==> src/rtl/sdram_arbiter.sv <==
// Two-port round-robin arbiter and command sequencer in front of the SDRAM controller.
// One transaction in flight at a time; stalled transactions are aborted after TIMEOUT cycles.
module sdram_arbiter #(
  parameter int unsigned AW      = 23,
  parameter int unsigned TIMEOUT = 255
) (
  input  logic          clki,
  input  logic          rst_in,
  input  logic          m0_req,
  input  logic          m0_we,
  input  logic [AW-1:0] m0_addr,
  input  logic [15:0]   m0_wdata,
  output logic          m0_done,
  input  logic          m1_req,
  input  logic          m1_we,
  input  logic [AW-1:0] m1_addr,
  input  logic [15:0]   m1_wdata,
  output logic          m1_done,
  output logic [31:0]   rdata,
  output logic [1:0]    gnt,
  output logic          err,
  input  logic          err_clr,
  output logic [AW-1:0] mem_addr,
  output logic [15:0]   mem_wdata,
  output logic          mem_read,
  output logic          mem_write,
  input  logic [31:0]   mem_rdata,
  input  logic          mem_busy,
  input  logic          mem_cack,
  input  logic          mem_ready
);

  localparam int unsigned CW = 8;
  localparam logic [CW-1:0] TMO = CW'(TIMEOUT);

  typedef enum logic [1:0] {IDLE, ISSUE, WAIT_RD, DONE} state_t;

  state_t        state;
  logic          last;
  logic          we_q;
  logic [CW-1:0] cnt;

  logic pick1_c;
  logic abort_c;

  // Port1 wins when it is the only requester, or on contention when port0 was served last.
  assign pick1_c = m1_req & (~m0_req | ~last);

  // A completion seen in the same cycle as the limit takes precedence over the abort.
  assign abort_c = (((state == ISSUE) & ~mem_cack) | ((state == WAIT_RD) & ~mem_ready))
                   & (cnt == TMO);

  always_ff @(posedge clki or negedge rst_in) begin
    if (!rst_in) begin
      state     <= IDLE;
      last      <= 1'b1;
      we_q      <= 1'b0;
      cnt       <= '0;
      gnt       <= '0;
      mem_addr  <= '0;
      mem_wdata <= '0;
      mem_read  <= 1'b0;
      mem_write <= 1'b0;
      rdata     <= '0;
      err       <= 1'b0;
      m0_done   <= 1'b0;
      m1_done   <= 1'b0;
    end else begin
      m0_done <= 1'b0;
      m1_done <= 1'b0;

      if (err_clr) begin
        err <= 1'b0;
      end else if (abort_c) begin
        err <= 1'b1;
      end

      case (state)
        IDLE: begin
          if (!mem_busy && (m0_req || m1_req)) begin
            gnt       <= pick1_c ? 2'b10 : 2'b01;
            last      <= pick1_c;
            mem_addr  <= pick1_c ? m1_addr : m0_addr;
            mem_wdata <= pick1_c ? m1_wdata : m0_wdata;
            we_q      <= pick1_c ? m1_we : m0_we;
            mem_read  <= pick1_c ? ~m1_we : ~m0_we;
            mem_write <= pick1_c ? m1_we : m0_we;
            cnt       <= '0;
            state     <= ISSUE;
          end
        end

        ISSUE: begin
          if (mem_cack) begin
            mem_read  <= 1'b0;
            mem_write <= 1'b0;
            if (we_q) begin
              state <= DONE;
            end else if (mem_ready) begin
              rdata <= mem_rdata;
              state <= DONE;
            end else begin
              state <= WAIT_RD;
            end
          end else if (abort_c) begin
            mem_read  <= 1'b0;
            mem_write <= 1'b0;
            rdata     <= '0;
            state     <= DONE;
          end else if (cnt != '1) begin
            cnt <= cnt + CW'(1);
          end
        end

        WAIT_RD: begin
          if (mem_ready) begin
            rdata <= mem_rdata;
            state <= DONE;
          end else if (abort_c) begin
            rdata <= '0;
            state <= DONE;
          end else if (cnt != '1) begin
            cnt <= cnt + CW'(1);
          end
        end

        DONE: begin
          m0_done <= gnt[0];
          m1_done <= gnt[1];
          gnt     <= '0;
          state   <= IDLE;
        end

        default: state <= IDLE;
      endcase
    end
  end

endmodule

==> config.mk <==
export PLATFORM = sky130hd
export DESIGN_NAME = sdram_arbiter
export DESIGN_NICKNAME = d
export VERILOG_FILES = /design/src/rtl/sdram_arbiter.sv
export SDC_FILE = /design/constraint.sdc
export NUM_CORES = 1
export LEC_CHECK = 0
export CAP_MARGIN = 5
export CORE_UTILIZATION = 45
export CTS_BUF_LIST = sky130_fd_sc_hd__clkbuf_2
export DETAILED_ROUTE_END_ITERATION = 8
export PLACE_DENSITY = 0.88
export SLEW_MARGIN = 0
export SYNTH_ARGS = -nofsm -noshare
export SYNTH_HDL_FRONTEND = slang
export SYNTH_SLANG_ARGS = --single-unit
==> constraint.sdc <==
create_clock -name clki -period 3.08 [get_ports clki]
set_input_delay 0.616 -clock clki [delete_from_list [all_inputs] [get_ports clki]]
set_output_delay 0.616 -clock clki [all_outputs]
set_load 0.01 [all_outputs]
Word level (Yosys, flattened, before mapping)
Cells that the tools add are included.
W data, S select, Z words.
{"block": "word_totals", "out_inout_bits": 78, "ff_bits": 90, "ram_bits": 0, "n_memories": 0, "latchBits": 0, "word_cells": 87, "inputBits": 120, "rom_bits": 0}
{"block": "classes", "reduce_logical": 14, "eq_ne": 11, "n_lt_le_gt_ge": 0, "n_shift": 0, "add_sub_neg": 1, "div": 0, "multipliers": 0, "n_bitwise": 12, "muxes": 36}
{"operator": "$mux W32", "n": 5}
{"operator": "$pmux W32 S2", "n": 1}
{"operator": "$mux W8", "n": 5}
{"operator": "$pmux W8 S3", "n": 1}
{"operator": "$mux W23", "n": 1}
{"operator": "$mux W16", "n": 1}
{"operator": "$mux W1", "n": 12}
{"operator": "$mux W2", "n": 6}
{"operator": "$ne A3 B3 Y1 const B", "n": 3}
{"operator": "$add A8 B1 Y8 const B", "n": 1}
{"operator": "$eq A8 B8 Y1 const B", "n": 1}
{"operator": "$ne A8 B8 Y1 const B", "n": 1}
{"operator": "$pmux W2 S4", "n": 1}
{"operator": "$reduce_bool A2 Y1", "n": 4}
{"operator": "$ne A2 B2 Y1 const B", "n": 3}
{"operator": "$not A1 Y1", "n": 6}
{"operator": "$reduce_and A3 Y1", "n": 2}
{"operator": "$and A1 B1 Y1", "n": 4}
{"operator": "$eq A2 B2 Y1 const B", "n": 2}
{"operator": "$pmux W1 S2", "n": 2}
{"operator": "$pmux W2 S2", "n": 1}
{"operator": "$reduce_and A2 Y1", "n": 2}
{"operator": "$reduce_and A4 Y1", "n": 1}
{"operator": "$reduce_bool A3 Y1", "n": 1}
{"operator": "6 further kinds", "n": 7}

Longest topological paths before layout
Gate-level depths: netlist of run 1.
{"block": "depth", "ltp_word": 7, "mapped_depth": 9, "mapped_depth_nobuf": 6}

Worst setup path before layout of run 1
No wires, ideal clock.
{"block": "synth_path", "path_kind": "reg2reg", "from": "reg state[0]", "to": "reg cnt[3]", "required_time_ns": 2.996, "period_less_slack_ns": 1.895, "path_slack_ns": 1.185, "stages_incl_launch_ff": 7, "setup_ns": 0.084, "n_path_buf": 0, "arrival_ns": 1.811, "cell_sequence": "dfrtp_1 > inv_1 > ha_1 > a221oi_2 > o21ai_1 > or4_1 > a21boi_0"}
{"block": "synth_via", "elab_chain_cells": 7, "elab_cells_between_ends": 16, "classes_between": "eq/ne: 5; mux: 4; bitwise: 4; reduce/logical: 3"}
{"element": "from (decl)", "line": "38", "rtl": "state_t state;"}
{"element": "from (signal assigned)", "line": "55", "rtl": "state <= IDLE;"}
{"element": "from (signal assigned)", "line": "89", "rtl": "state <= ISSUE;"}
{"element": "from (signal assigned)", "line": "98", "rtl": "state <= DONE;"}
{"element": "$eq A2 B1 Y1 or $eq A2 B2 Y1 (tied branches)", "line": "50, 78"}
{"element": "$and A1 B1 Y1", "line": "50", "rtl": "assign abort_c = (((state == ISSUE) & ~mem_cack) | ((state == WAIT_RD) & ~mem_ready))"}
{"element": "$or A1 B1 Y1", "line": "50"}
{"element": "$and A1 B1 Y1", "line": "51", "rtl": "& (cnt == TMO);"}
{"element": "$mux W8"}
{"element": "$mux W8, on equally long branches"}
{"element": "$pmux W8 S3", "line": "78", "rtl": "case (state)"}
{"element": "to (signal assigned)", "line": "111", "rtl": "cnt <= cnt + CW'(1);"}
{"element": "to (signal assigned)", "line": "123", "rtl": "cnt <= cnt + CW'(1);"}
{"element": "to (decl)", "line": "41", "rtl": "logic [CW-1:0] cnt;"}
Several ways; a longest one is shown, not always the timed one. The select of a mux whose other input is x is not followed.
A chain may end at the register's enable or synchronous reset.

Final worst setup path of run 1
{"block": "layout_path", "from": "reg state[1]", "to": "reg rdata[20]"}
{"block": "layout_via", "elab_chain_cells": 7, "elab_cells_between_ends": 14, "classes_between": "eq/ne: 4; mux: 4; bitwise: 4; reduce/logical: 2"}
{"element": "$eq A2 B1 Y1 or $eq A2 B2 Y1 (tied branches)", "line": "50, 78"}
{"element": "$and A1 B1 Y1", "line": "50"}
{"element": "$or A1 B1 Y1", "line": "50"}
{"element": "$and A1 B1 Y1", "line": "51"}
{"element": "$mux W32"}
{"element": "$mux W32, on equally long branches"}
{"element": "$pmux W32 S2", "line": "78"}
{"element": "to (signal assigned)", "line": "100", "rtl": "rdata <= mem_rdata;"}
{"element": "to (signal assigned)", "line": "117", "rtl": "rdata <= mem_rdata;"}
{"element": "to (decl)", "line": "19", "rtl": "output logic [31:0] rdata,"}
Several ways; a longest one is shown, not always the timed one.

==> results by group, run 1 <==
Synthesis
  – Synth area leader: dfrtp_1
  – Synth top area share: 54.7%
  – Number of synthesized flops with an enable pin: 0
  – Synth Flop Type: dfrtp_1
  – Async set-or-reset flop fraction in the synthesized netlist: 100%
  – Synth Register Bits: 90
  – Syn Nets: 491
  – Synthesized area: 4070 um2
  – Yosys warns: 0
  – Register area share after synthesis: 55.4%
  – Post-synth cell types: 46
  – Syn Inst Count: 364
  – Area contributors post-synth: dfrtp_1, mux2i_1, a22o_1, o21ai_0, nand2_1
  – Mean Syn Cell Area: 11.2 um2

Run status
  – Outcome: finished clean

Global routing
  – GR peak layer: met2
  – Largest net degree at the start of global routing: 91
  – Number of global-route vias before repair: 3589
  – Gr ovfl total: 0
  – GRT met2 Usage: 39.0%
  – First-pass GRT wire length: 17500 um
  – GRT Util Overall: 23.3%
  – GR Layer Usage met1: 29.5%
  – Initial antenna violation count: 0
  – Met3 usage: 6.40%

Die
  – Die W: 97.1 um
  – Initial Utilization: 46.7%
  – Chip height: 97.1 um
  – # IOs: 198
  – # rows: 34
  – Die area: 9430 um2
  – Core area: 8720 um2

STA
  – Setup violations, final: 0
  – Fin. Hold Viols: 0
  – Setup TNS: 0 ps
  – Measured slew at the worst slew-check pin: 1110 ps
  – Relative max-transition margin: 26.2%
  – Final period util: 80.1%
  – Period minus WS final: 2470 ps
  – Slew Viols, Final: 0
  – FMAX: 0.405 GHz
  – Clk_skew: 29.6 ps
  – RSZ-0062 raised after global routing: false

Finish
  – Layout cells sized above 1: 5.18%
  – NumNets Final: 682
  – Commonest non-fill, non-tap cell in the layout: clkdlybuf4s50_1
  – Diode count: 0
  – Filler cells: 649
  – Most frequent cells in the layout: clkdlybuf4s50_1, dfrtp_1, nand2_1
  – Final core occ: 71.4%
  – Synth-to-layout area growth: 53.0%

Min path
  – Hold Path Class: in2async

Drt
  – 1st-iter DRT viols: 100
  – Via Count: 3545
  – Drt first pass iters: 4
  – Total Wirelength: 10600 um
  – Vias per cell: 5.31
  – DRC viols: 0
  – Remaining antenna violation count: 0
  – Post-DR wirelength/cell: 15.9 um

Clock network
  – Total CTS buffers: 9
  – CTS tree: built
  – Longest Clk Path Bufs: 2
  – Clk_lat worst skew: 500 ps
  – Sink Count: 90
  – Post-CTS Hold Buffers: 0
  – Htree depth: 3
  – Gates resized, CTS repair: 0
  – CTS root buffer: clkbuf_2
  – Clk pin slew, worst setup/hold paths: 240 ps
  – Postcts setup bufs: 0

Placement
  – Post-DP HPWL: 8100 um
  – Port Buffers: 197
  – Routability cong.: 0.847

Pwr
  – P_leak: 2.74 nW
  – Peak supply drop: 391 uV
  – Power Total: 5.15 mW
  – Pwr dens: 828 nW/um2

Setup path
  – Worst-path fanout max: 32
  – Crit start category: flop
  – Worst setup EP type: flop
  – Worst Path Required: 3520 ps
  – Setup CP Type: reg2reg
  – Arr. time, crit path: 2910 ps

Flow run
  – MaxCap Viol Count: 0
routing by layer:
| layer | up-vias | routed length, um | share of wire [%] |
|---|---|---|---|
| li1 | 1708 | - | - |
| met5 | - | 0 | 0 |
| met2 | 154 | 5250 | 49 |
| met3 | 12 | 785 | 7.4 |
| met4 | 0 | 139 | 1.3 |
| met1 | 1671 | 4450 | 42 |
stage by stage:
step | area [um2] | worst slack [ps] | hold slack [ps] | instances
4_1_cts | 6210 | 607 | 296 | 667
3_5_place_dp | 6100 | 290 | 469 | 651
3_3_place_gp | 6100 | 409 | 461 | 651
5_1_grt | 6220 | 374 | 315 | 668
6_report | 6220 | 612 | 300 | 668
2_1_floorplan | 4070 | 1180 | 320 | 364
kinds of logic (layout without fill, tap and decap cells):
kind of cell,after synthesis,after routing,synth area share (%)
AO/OA/AOI/OAI,112,112,19.0
flip-flops,90,90,55.4
AND/OR/NAND/NOR,83,83,9.29
multiplexers,42,42,10.4
buffers and inverters,30,226,3.81
adder cells (fa/ha/maj),7,7,2.15
worst paths after layout:
kind | startpoint | endpoint | slack [ps] | cells after the start
min in group clki | mem_addr[11]$_DFFE_PN0P_ | mem_addr[11]$_DFFE_PN0P_ | 510 | 2
worst max register to register | state[1]$_DFFE_PN0P_ | rdata[20]$_DFFE_PN0P_ | 610 | 6
max in group asynchronous | rst_in | mem_addr[14]$_DFFE_PN0P_ | 2090 | 1
worst max-delay path | state[1]$_DFFE_PN0P_ | rdata[20]$_DFFE_PN0P_ | 610 | 6
worst min-delay path | rst_in | mem_wdata[0]$_DFFE_PN0P_ | 300 | 1
worst min register to register | mem_addr[11]$_DFFE_PN0P_ | mem_addr[11]$_DFFE_PN0P_ | 510 | 2
where the power goes:
| group | switching [mW] | total (mW) | leakage [nW] | internal, mW |
|---|---|---|---|---|
| combinational | 1.18 | 2.59 | 1.53 | 1.41 |
| clock | 0.378 | 0.570 | 0.0696 | 0.192 |
| sequential | 0.313 | 1.99 | 1.14 | 1.68 |
| total | 1.87 | 5.15 | 2.74 | 3.28 |
Yosys cell counts (6+ instances only):
| master | n |
|---|---|
| mux2i_1 | 41 |
| o21ai_0 | 46 |
| nand2_1 | 51 |
| clkbuf_1 | 11 |
| nor2_1 | 7 |
| a22o_1 | 32 |
| dfrtp_1 | 89 |
| buf_2 | 7 |
| ha_1 | 7 |
| inv_1 | 6 |
sequential cells by signal (all words and copies together), names as in the netlist, 2 cells and up:
name,cells
state,2
gnt,2
rdata,32
cnt,8
mem_wdata,16
mem_addr,23
cell type report:
type | instances | area, um2 | share of cell area [%]
clock inverters | 5 | 55.1 | 0.885
repair buffers | 203 | 2020 | 32.5
clock buffers | 11 | 55.1 | 0.885
well taps | 108 | 135 | 2.17
multi-input cells | 244 | 1680 | 26.9
flip-flops and latches | 90 | 2250 | 36.2
inverters | 7 | 26.3 | 0.422
worst max-delay path, stage by stage, from the launching register on:
cell and delay [ps]:
dfrtp_1 470, inv_1 140, ha_1 370, nand2_1 120
o22ai_1 210, or3_1 850, a22o_1 260
Power figures use the tool's default switching activity.
==> run 2, diff against run 1 <==
--- a/config.mk
+++ b/config.mk
@@ -6,10 +6,10 @@
 export NUM_CORES = 1
 export LEC_CHECK = 0
 export CAP_MARGIN = 5
-export CORE_UTILIZATION = 45
+export CORE_UTILIZATION = 42
 export CTS_BUF_LIST = sky130_fd_sc_hd__clkbuf_2
 export DETAILED_ROUTE_END_ITERATION = 8
-export PLACE_DENSITY = 0.88
+export PLACE_DENSITY = 0.83
 export SLEW_MARGIN = 0
 export SYNTH_ARGS = -nofsm -noshare
 export SYNTH_HDL_FRONTEND = slang
==> constraint.sdc (replaced) <==
create_clock -name clki -period 2.6 [get_ports clki]
set_input_delay 0.52 -clock clki [delete_from_list [all_inputs] [get_ports clki]]
set_output_delay 0.52 -clock clki [all_outputs]
set_load 0.01 [all_outputs]
==> run 2 against run 1 <==
Clock skew decreased by 3.0 ps; setup slack got worse by 290 ps; wire length rose by 1.3%; die area rose by 7.0%; final area increased by 2.6%; non-clock buffer count is 8 higher; utilization down 2.9 points; largest power group unchanged.
==> results by group, run 2 (same netlist as run 1, synthesis figures left out) <==
Clock network
  – Clk_lat worst skew: 500 ps (about the same)
  – Gates resized, CTS repair: 0 (unchanged)
  – CTS root buffer: clkbuf_2
  – Htree depth: 3 (unchanged)
  – Clk pin slew, worst setup/hold paths: 260 ps (+20 ps)
  – CTS tree: built
  – Longest Clk Path Bufs: 2 (unchanged)
  – Sink Count: 90 (unchanged)
  – Total CTS buffers: 9 (unchanged)

Drt
  – Vias per cell: 5.21 (-1.8%)
  – Total Wirelength: 10800 um (+1.3%)
  – DR top layer: met4
  – WL met2: 5300 um (+0.93%)
  – Drt first pass iters: 5 (+1)
  – Post-DR wirelength/cell: 15.5 um (-2.9%)
  – Via Count: 3634 (+2.5%)
  – DRC viols: 0 (unchanged)
  – Remaining antenna violation count: 0 (unchanged)
  – 1st-iter DRT viols: 66 (-34%)
  – Met1 WL: 4440 um (-0.29%)
  – WL met3: 945 um (+20%)

Die
  – # IOs: 198 (unchanged)
  – Chip height: 100 um (+3.4%)
  – Initial Utilization: 43.6% (-3.0 points)
  – # rows: 35 (+2.9%)
  – Die area: 10100 um2 (+7.0%)
  – Die W: 100 um (+3.4%)
  – Core area: 9330 um2 (+7.0%)

STA
  – Measured slew at the worst slew-check pin: 712 ps (-395 ps)
  – Setup TNS: 0 ps (unchanged)
  – Setup violations, final: 0 (unchanged)
  – Relative max-transition margin: 52.2% (+26 points)
  – Final period util: 87.5% (+7.4 points)
  – Period minus WS final: 2280 ps (-193 ps)
  – FMAX: 0.439 GHz (+8.5%)
  – Clk_skew: 26.6 ps (-2.98 ps)
  – Slew Viols, Final: 0 (unchanged)
  – RSZ-0062 raised after global routing: false
  – Worst hold margin: 505 ps (+205 ps)
  – Fin. Hold Viols: 0 (unchanged)

Finish
  – Layout cells sized above 1: 6.34% (+1.2 points)
  – Diode count: 0 (unchanged)
  – Final core occ: 68.5% (-2.9 points)
  – Biggest register: rdata
  – Synth-to-layout area growth: 56.9%
  – Most frequent cells in the layout: clkdlybuf4s50_1, dfrtp_1, nand2_1
  – Max reg flops: 32 (unchanged)
  – Final instance area: 6380 um2 (+2.6%)
  – Regs by FF count: rdata x32, mem_addr x23, mem_wdata x16
  – NumNets Final: 690 (+1.2%)
  – Commonest non-fill, non-tap cell in the layout: clkdlybuf4s50_1

Min path
  – Hold Path Class: in2async

Pwr
  – Peak supply drop: 432 uV (+10%)
  – Sw power: 2.27 mW (+21%)
  – Power Total: 6.30 mW (+22%)
  – Sequential share of power: 37.2% (-1.5 points)
  – P_leak: 2.81 nW (+2.4%)
  – Pwr dens: 987 nW/um2 (+19%)
  – Switch share: 36.0% (-0.34 points)
  – Clk pwr share: 12.9% (+1.8 points)
  – Int Power: 4.04 mW (+23%)
  – Comb pwr share: 49.9% (-0.4 points)

Setup path
  – Arr. time, crit path: 2650 ps (-260 ps)
  – Setup CP Type: reg2reg
  – Crit start category: flop
  – Worst-path fanout max: 9 (-72%)
  – Worst Path Required: 2980 ps (-540 ps)
  – Worst setup EP type: flop

Placement
  – Dpl cell area: 6210 um2 (+1.9%)
  – Post-DP HPWL: 8240 um (+1.7%)
  – Port Buffers: 197 (unchanged)
  – Routability cong.: 0.755 (-11%)

Global routing
  – First-pass GRT wire length: 16900 um (-3.5%)
  – Initial antenna violation count: 0 (unchanged)
  – Number of global-route vias before repair: 3522 (-1.9%)
  – Gr ovfl total: 0 (unchanged)
  – GRT Util Overall: 21.4% (-1.9 points)
  – Largest net degree at the start of global routing: 46 (-49%)

Run status
  – Outcome: finished clean

Flow run
  – MaxCap Viol Count: 0 (unchanged)
## run 2: through the flow
step / std cells / setup WS [ps]
floorplan: 364 / 705
global placement: 679 / 57.9
detailed placement: 679 / -17.7
CTS: 696 / 116
global route: 697 / 235
finish: 697 / 324
## run 2: per-layer routing
layer,track usage (%),vias to the layer above
li1,-,1726
met1,26.8,1736
met2,36.5,166
met3,5.15,6
met4,6.69,0
met5,0,-
## run 2: timing repair
item	in CTS	in global routing
setup endpoints to repair	0	0
hold buffers	1	0
endpoints found under the hold margin	38	0
buffers inserted	0	0
## run 2: final cells by class
class                   count  area (um2)
fillers                   752        2940
clock inverters             7         100
inverters                   7        26.3
multi-input cells         244        1680
well taps                 129         161
flip-flops and latches     90        2250
repair buffers            211        2120
clock buffers               9        45.0
## run 2: power by group through the flow
stage | clock network, mW | logic, mW | registers [mW]
finish | 0.815 | 3.14 | 2.35
global route | 0.906 | 3.40 | 2.42
CTS | 0.848 | 3.15 | 2.35
detailed placement | 0 | 3.13 | 2.38
global placement | 0 | 3.03 | 2.36
floorplan | 0 | 1.28 | 2.58
## run 2: final timing paths
check / start / endpoint / slack (ps) / cells after the start
max in group asynchronous: rst_in / last$_DFFE_PN1P_ / 1410 / 3
max reg2reg: state[0]$_DFFE_PN0P_ / cnt[2]$_DFFE_PN0P_ / 320 / 7
min reg2reg: mem_wdata[8]$_DFFE_PN0P_ / mem_wdata[8]$_DFFE_PN0P_ / 520 / 2
min in group clki: mem_wdata[8]$_DFFE_PN0P_ / mem_wdata[8]$_DFFE_PN0P_ / 520 / 2
min: rst_in / rdata[15]$_DFFE_PN0P_ / 500 / 2
max: state[0]$_DFFE_PN0P_ / cnt[2]$_DFFE_PN0P_ / 320 / 7
## run 2: worst max-delay path, stage by stage (launching register included)
cell      delay (ps)
dfrtp_1          460
inv_1            130
ha_1             320
a221oi_2         340
o21ai_1          200
buf_4            210
o311ai_0         390
o31ai_1          120
==> run 3, diff against run 2 <==
--- a/config.mk
+++ b/config.mk
@@ -5,11 +5,14 @@
 export SDC_FILE = /design/constraint.sdc
 export NUM_CORES = 1
 export LEC_CHECK = 0
+export ABC_AREA = 1
+export ABC_CLOCK_PERIOD_IN_PS = 2600
 export CAP_MARGIN = 5
+export CORE_MARGIN = 5
 export CORE_UTILIZATION = 42
 export CTS_BUF_LIST = sky130_fd_sc_hd__clkbuf_2
 export DETAILED_ROUTE_END_ITERATION = 8
-export PLACE_DENSITY = 0.83
+export PLACE_DENSITY = 0.82
 export SLEW_MARGIN = 0
 export SYNTH_ARGS = -nofsm -noshare
 export SYNTH_HDL_FRONTEND = slang
==> run 3 against run 2 <==
Final area shrank 1.1%; largest power group unchanged; utilization decreased by 3.2 points; cell count up 22%; worst hold slack got worse by 60 ps; maximum frequency increased by 9.4%.
==> results by group, run 3 <==
STA
  – Relative max-transition margin: 65.9% (+14 points)
  – Fin worst setup slack: 520 ps (+195 ps)
  – RSZ-0062 raised after global routing: false
  – Clk_skew: 23.2 ps (-3.35 ps)
  – Measured slew at the worst slew-check pin: 511 ps (-200 ps)
  – Slew Viols, Final: 0 (unchanged)
  – Fin. Hold Viols: 0 (unchanged)
  – Setup TNS: 0 ps (unchanged)
  – Worst hold margin: 445 ps (-59.9 ps)
  – Final period util: 80.0% (-7.5 points)
  – Period minus WS final: 2080 ps (-195 ps)
  – FMAX: 0.481 GHz (+9.4%)
  – Setup violations, final: 0 (unchanged)

Setup path
  – R2R Path Start: state[0]$_DFFE_PN0P_
  – Reg2reg setup slack: 710 ps (+390 ps)
  – WP depth: 1 (-6)
  – Reg2Reg Depth: 7 (unchanged)
  – Worst setup EP type: output pin
  – Critical-path cell list: clkdlybuf4s50_1
  – Crit start category: flop
  – Critical-path top delay cell: clkdlybuf4s50_1
  – Worst Path Required: 2080 ps (-900 ps)
  – Setup CP Type: reg2out
  – Worst-path fanout max: 3 (-6)
  – Arr. time, crit path: 1560 ps (-1090 ps)
  – Top delay family on crit path: buffers and inverters
  – Worst Path Buf+Inv: 1 (-1)
  – Crit path largest cell delay: 610 ps (+150 ps)
  – R2r endpoint: mem_addr[16]$_DFFE_PN0P_

Die
  – # rows: 36 (+2.9%)
  – Initial Utilization: 42.9% (-0.77 points)
  – Die area: 12000 um2 (+19%)
  – Core area: 9680 um2 (+3.8%)
  – # IOs: 198 (unchanged)
  – Die W: 109 um (+8.9%)
  – Chip height: 109 um (+8.9%)

Clock network
  – Htree depth: 3 (unchanged)
  – Postcts setup bufs: 0 (unchanged)
  – Total CTS buffers: 9 (unchanged)
  – CTS root buffer: clkbuf_2
  – Clk_lat worst skew: 530 ps (+30 ps)
  – Longest Clk Path Bufs: 2 (unchanged)
  – CTS tree: built
  – Sink Count: 90 (unchanged)
  – Clk pin slew, worst setup/hold paths: 230 ps (-30 ps)

Flow run
  – MaxCap Viol Count: 0 (unchanged)

Placement
  – Post-DP HPWL: 9570 um (+16%)
  – Pre-CTS setup slack: 437 ps (+455 ps)
  – Port Buffers: 197 (unchanged)
  – Routability cong.: 0.831 (+10%)

Finish
  – Max reg flops: 32 (unchanged)
  – NumNets Final: 836 (+21%)
  – Final core occ: 65.2% (-3.2 points)
  – Commonest non-fill, non-tap cell in the layout: nand2_1
  – Synth-to-layout area growth: 52.2%
  – Biggest register: rdata
  – Diode count: 0 (unchanged)
  – Most frequent cells in the layout: nand2_1, clkdlybuf4s50_1, dfrtp_1
  – Regs by FF count: rdata x32, mem_addr x23, mem_wdata x16
  – Layout cells sized above 1: 5.46% (-0.88 points)

Synthesis
  – Mean Syn Cell Area: 8.09 um2 (-28%)
  – Synth Register Bits: 90 (unchanged)
  – Async set-or-reset flop fraction in the synthesized netlist: 100% (unchanged)
  – Synth Flop Type: dfrtp_1
  – Top-count cell post-synth: nand2_1
  – Post-synth cell types: 27 (-41%)
  – Synth area leader: dfrtp_1
  – Synthesized area: 4150 um2 (+2.0%)
  – Syn Nets: 640 (+30%)
  – Synth top area share: 53.7% (-1.1 points)
  – Area contributors post-synth: dfrtp_1, nand2_1, nand3_1, ha_1, inv_1
  – Post-synth top cells: nand2_1, dfrtp_1, nand3_1
  – Yosys warns: 0 (unchanged)
  – Register area share after synthesis: 54.3% (-1.1 points)
  – Syn Inst Count: 513 (+41%)
  – Number of synthesized flops with an enable pin: 0 (unchanged)

Global routing
  – GRT Util Overall: 20.5% (-0.92 points)
  – Initial antenna violation count: 0 (unchanged)
  – Gr ovfl total: 0 (unchanged)
  – Largest net degree at the start of global routing: 52 (+13%)
  – First-pass GRT wire length: 19200 um (+14%)
  – Number of global-route vias before repair: 3907 (+11%)

Drt
  – DRC viols: 0 (unchanged)
  – Post-DR wirelength/cell: 14.7 um (-5.1%)
  – Remaining antenna violation count: 0 (unchanged)
  – Vias per cell: 4.72 (-9.5%)
  – Via Count: 3998 (+10%)
  – 1st-iter DRT viols: 411 (+520%)
  – Total Wirelength: 12400 um (+15%)
  – Drt first pass iters: 6 (+1)

Pwr
  – Pwr dens: 961 nW/um2 (-2.7%)
  – P_leak: 3.04 nW (+8.3%)
  – Peak supply drop: 413 uV (-4.4%)

Min path
  – Hold Path Class: in2async

Run status
  – Outcome: finished clean
-- run 3: cell families after synthesis --
kind of cell,share of synthesized area [%]
buffers and inverters,5.46
adder cells (fa/ha/maj),2.11
XOR/XNOR,0.211
AND/OR/NAND/NOR,35.5
flip-flops,54.3
AO/OA/AOI/OAI,2.44
-- run 3: repair_timing --
item | 4_1_cts | 5_1_grt
resized for setup | 0 | 0
hold buffers | 1 | 0
endpoints found under the hold margin | 39 | 0
-- run 3: layout make-up --
| type | instances | area (um2) |
|---|---|---|
| clock buffer | 12 | 60.1 |
| clock inverter | 4 | 18.8 |
| fill | 796 | 3370 |
| inverter | 24 | 90.1 |
| multi-input combinational | 379 | 1670 |
| sequential | 90 | 2250 |
| tap | 133 | 166 |
| timing repair buffer | 205 | 2060 |
-- run 3: metrics by stage --
| stage | total power [mW] | instances | cell area [um2] |
|---|---|---|---|
| 3_5_place_dp | 5.56 | 830 | 6230 |
| 6_report | 6.07 | 847 | 6320 |
| 5_1_grt | 6.56 | 847 | 6320 |
| 2_1_floorplan | 3.92 | 513 | 4150 |
| 3_3_place_gp | 5.43 | 830 | 6230 |
| 4_1_cts | 6.14 | 847 | 6320 |
-- run 3: power breakdown --
part           internal (mW)  leakage, nW  switching (mW)
logic                   1.58         1.85            1.57
registers               2.00         1.14           0.357
clock network          0.129       0.0547           0.439
-- run 3: worst max path at each step --
stage / from / to / slack [ps]
finish: gnt[0]$_DFFE_PN0P_ / gnt[0] / 520
floorplan: state[0]$_DFFE_PN0P_ / rdata[0]$_DFFE_PN0P_ / 1100
global route: gnt[1]$_DFFE_PN0P_ / gnt[1] / 410
CTS: gnt[1]$_DFFE_PN0P_ / gnt[1] / 460
detailed placement: m0_req / mem_addr[16]$_DFFE_PN0P_ / 440
global placement: m0_req / mem_addr[12]$_DFFE_PN0P_ / 490
-- run 3: per-layer routing --
metal,global-route usage [%],part of all wire [%],up-vias
li1,-,-,1984
met1,24.8,39,1863
met2,35.3,52,131
met3,4.40,7.0,20
met4,8.46,2.2,0
met5,0,0,-
==> RTL edit, RTL diff (settings of run 1) <==
Reset style: synchronous (`rst_in`), changed in one clocked block.
--- a/src/rtl/sdram_arbiter.sv
+++ b/src/rtl/sdram_arbiter.sv
@@ -52,3 +52,3 @@
 
-  always_ff @(posedge clki or negedge rst_in) begin
+  always_ff @(posedge clki) begin
     if (!rst_in) begin
Behaviour: differs if rst_in is asserted again (counterexample within 4 cycles, from zero or initial values and one cycle with rst_in low); with rst_in held inactive, the same outputs for 4 cycles.
==> RTL edit against run 1 <==
Non-clock buffer count grew 2; sequential share of layout area fell by 5.6 points; global-route usage increased by 1.1 points; highest routed layer unchanged; count of clock-buffer cells in the layout decreased by 2; sequential cell count unchanged; utilization grew 3.8 points; via count is 0.45% higher; synthesized area is 8.6% lower; design area fell by 5.3%; first-iteration DRC count increased by 13%; setup slack better by 0.17 ns; routed wire length decreased by 1.4%.
Power is not compared: it rests on default switching activity, and its combinational part moved more than twofold at a synthesized area within 25%.
==> RTL edit: results (changes against run 1) <==
{
  "logic_synthesis": {
    "ys_seq_area_share": {"value": 48.45, "unit": "%", "change": "was 55.38%"},
    "synthArstFlopShare": {"value": 0, "unit": "%", "change": "was 100.0%"},
    "synthDistinctLibCells": {"value": 41, "change": "was 46"},
    "ys_top_cells_by_count": {"value": "90 x sky130_fd_sc_hd__dfxtp_1, 52 x sky130_fd_sc_hd__nor2_1, 42 x sky130_fd_sc_hd__mux2i_1, 40 x sky130_fd_sc_hd__a211oi_1, 32 x sky130_fd_sc_hd__a22o_1", "change": "was 89 x sky130_fd_sc_hd__dfrtp_1, 51 x sky130_fd_sc_hd__nand2_1, 46 x sky130_fd_sc_hd__o21ai_0, 41 x sky130_fd_sc_hd__mux2i_1, 32 x sky130_fd_sc_hd__a22o_1"}
  },
  "layout": {
    "num-nets-final": {"value": 691, "change": "was 682"},
    "post_route_cells_drive_above_1_share": {"value": 5.448, "unit": "%", "change": "was 5.179%"}
  },
  "worst_setup_path": {
    "timing.reg2reg.setup_slack": {"value": 0.78, "unit": "ns", "change": "was 0.61 ns"},
    "critical_path_peak_fanout": {"value": 14, "change": "was 32"}
  },
  "global_route": {
    "grt_pass1_vias": {"value": 3494, "change": "was 3,589"},
    "grt_util_all_layers": {"value": 24.34, "unit": "%", "change": "was 23.27%"},
    "grt_max_degree": {"value": 70, "change": "was 91"}
  },
  "detailed_routing": {
    "first_pass_iters": {"value": 5, "change": "was 4"},
    "routed_via_density": {"value": 5.307, "change": "about the same"}
  },
  "hold_path": {
    "min-delay-path-class": {"value": "flip-flop to flip-flop", "change": "was input pin to asynchronous set/reset pin"}
  },
  "timing": {
    "fin_hold_ws": {"value": 0.4824, "unit": "ns", "change": "was 0.2997 ns"},
    "transition_time_at_the_pin_with_the_least_slew_margin": {"value": 0.6459, "unit": "ns", "change": "was 1.107 ns"}
  },
  "outcome": {
    "status": {"value": "finished, final reports clean", "change": "unchanged"}
  },
  "placement": {
    "dpl.hpwl": {"value": 8.066, "unit": "mm", "change": "was 8.105 mm"},
    "global_placement_routability_congestion": {"value": 0.7862, "change": "was 0.8471"}
  },
  "clocking": {
    "worst_setup_hold_path_clk_slew": {"value": 0.21, "unit": "ns", "change": "was 0.24 ns"}
  }
}
RTL edit: layout make-up:
cell class / instances / area (um^2)
clock inverter: 7 / 60.06
multi-input combinational: 251 / 1790
tap: 102 / 127.6
fill: 581 / 1952
sequential: 90 / 1802
clock buffer: 9 / 45.04
timing repair buffer: 205 / 2044
inverter: 7 / 26.28
RTL edit: through the flow:
step	setup WS (ns)	total power, mW	instance area (um^2)	utilization, %	instances
2_1_floorplan	1.141	1.750	3719	-	375
3_3_place_gp	0.6484	2.149	5791	73.79	655
3_5_place_dp	0.5055	2.179	5791	73.79	655
4_1_cts	0.7936	2.736	5896	75.13	671
5_1_grt	0.5872	2.865	5896	75.13	671
6_report	0.7810	2.711	5896	75.13	671
RTL edit: worst paths after layout:
path                            endpoint  cells past startpoint     start
worst max-delay path              cnt[2]                      6  state[0]
worst min-delay path            mem_read                      2  mem_read
worst max register to register    cnt[2]                      6  state[0]
worst min register to register  mem_read                      2  mem_read
RTL edit: routing by layer:
layer  track usage [%]  up-vias  wire length, um
met5                 0        -                0
met4             8.590        0              191
met3             6.979       15              905
met2             44.24      163             5348
met1             26.78     1617             4036
li1                  -     1766                -
RTL edit: power groups by stage:
stage	sequential [mW]	combinational (mW)	clock (mW)
global route	1.35	0.883	0.633
CTS	1.33	0.825	0.577
global placement	1.35	0.799	0
finish	1.33	0.819	0.558
detailed placement	1.36	0.822	0
floorplan	1.39	0.356	0
RTL edit: cell families (layout without fill, tap and decap cells):
kind of cell | count (synthesis) | count (layout) | share of synthesized area, %
buffers and inverters | 34 | 228 | 4.105
muxes | 43 | 43 | 11.61
and+or+nand+nor | 97 | 97 | 11.81
adders and majority gates | 7 | 7 | 2.355
AOI/OAI and AO/OA | 104 | 104 | 21.67
DFF | 90 | 90 | 48.45
RTL edit: critical path, stage by stage (launching register included):
cell	delay [ns]
sky130_fd_sc_hd__dfxtp_1	0.46
sky130_fd_sc_hd__inv_1	0.13
sky130_fd_sc_hd__ha_1	0.31
sky130_fd_sc_hd__a221oi_2	0.36
sky130_fd_sc_hd__o21ai_2	0.21
sky130_fd_sc_hd__o21ai_0	0.57
sky130_fd_sc_hd__a221oi_1	0.12
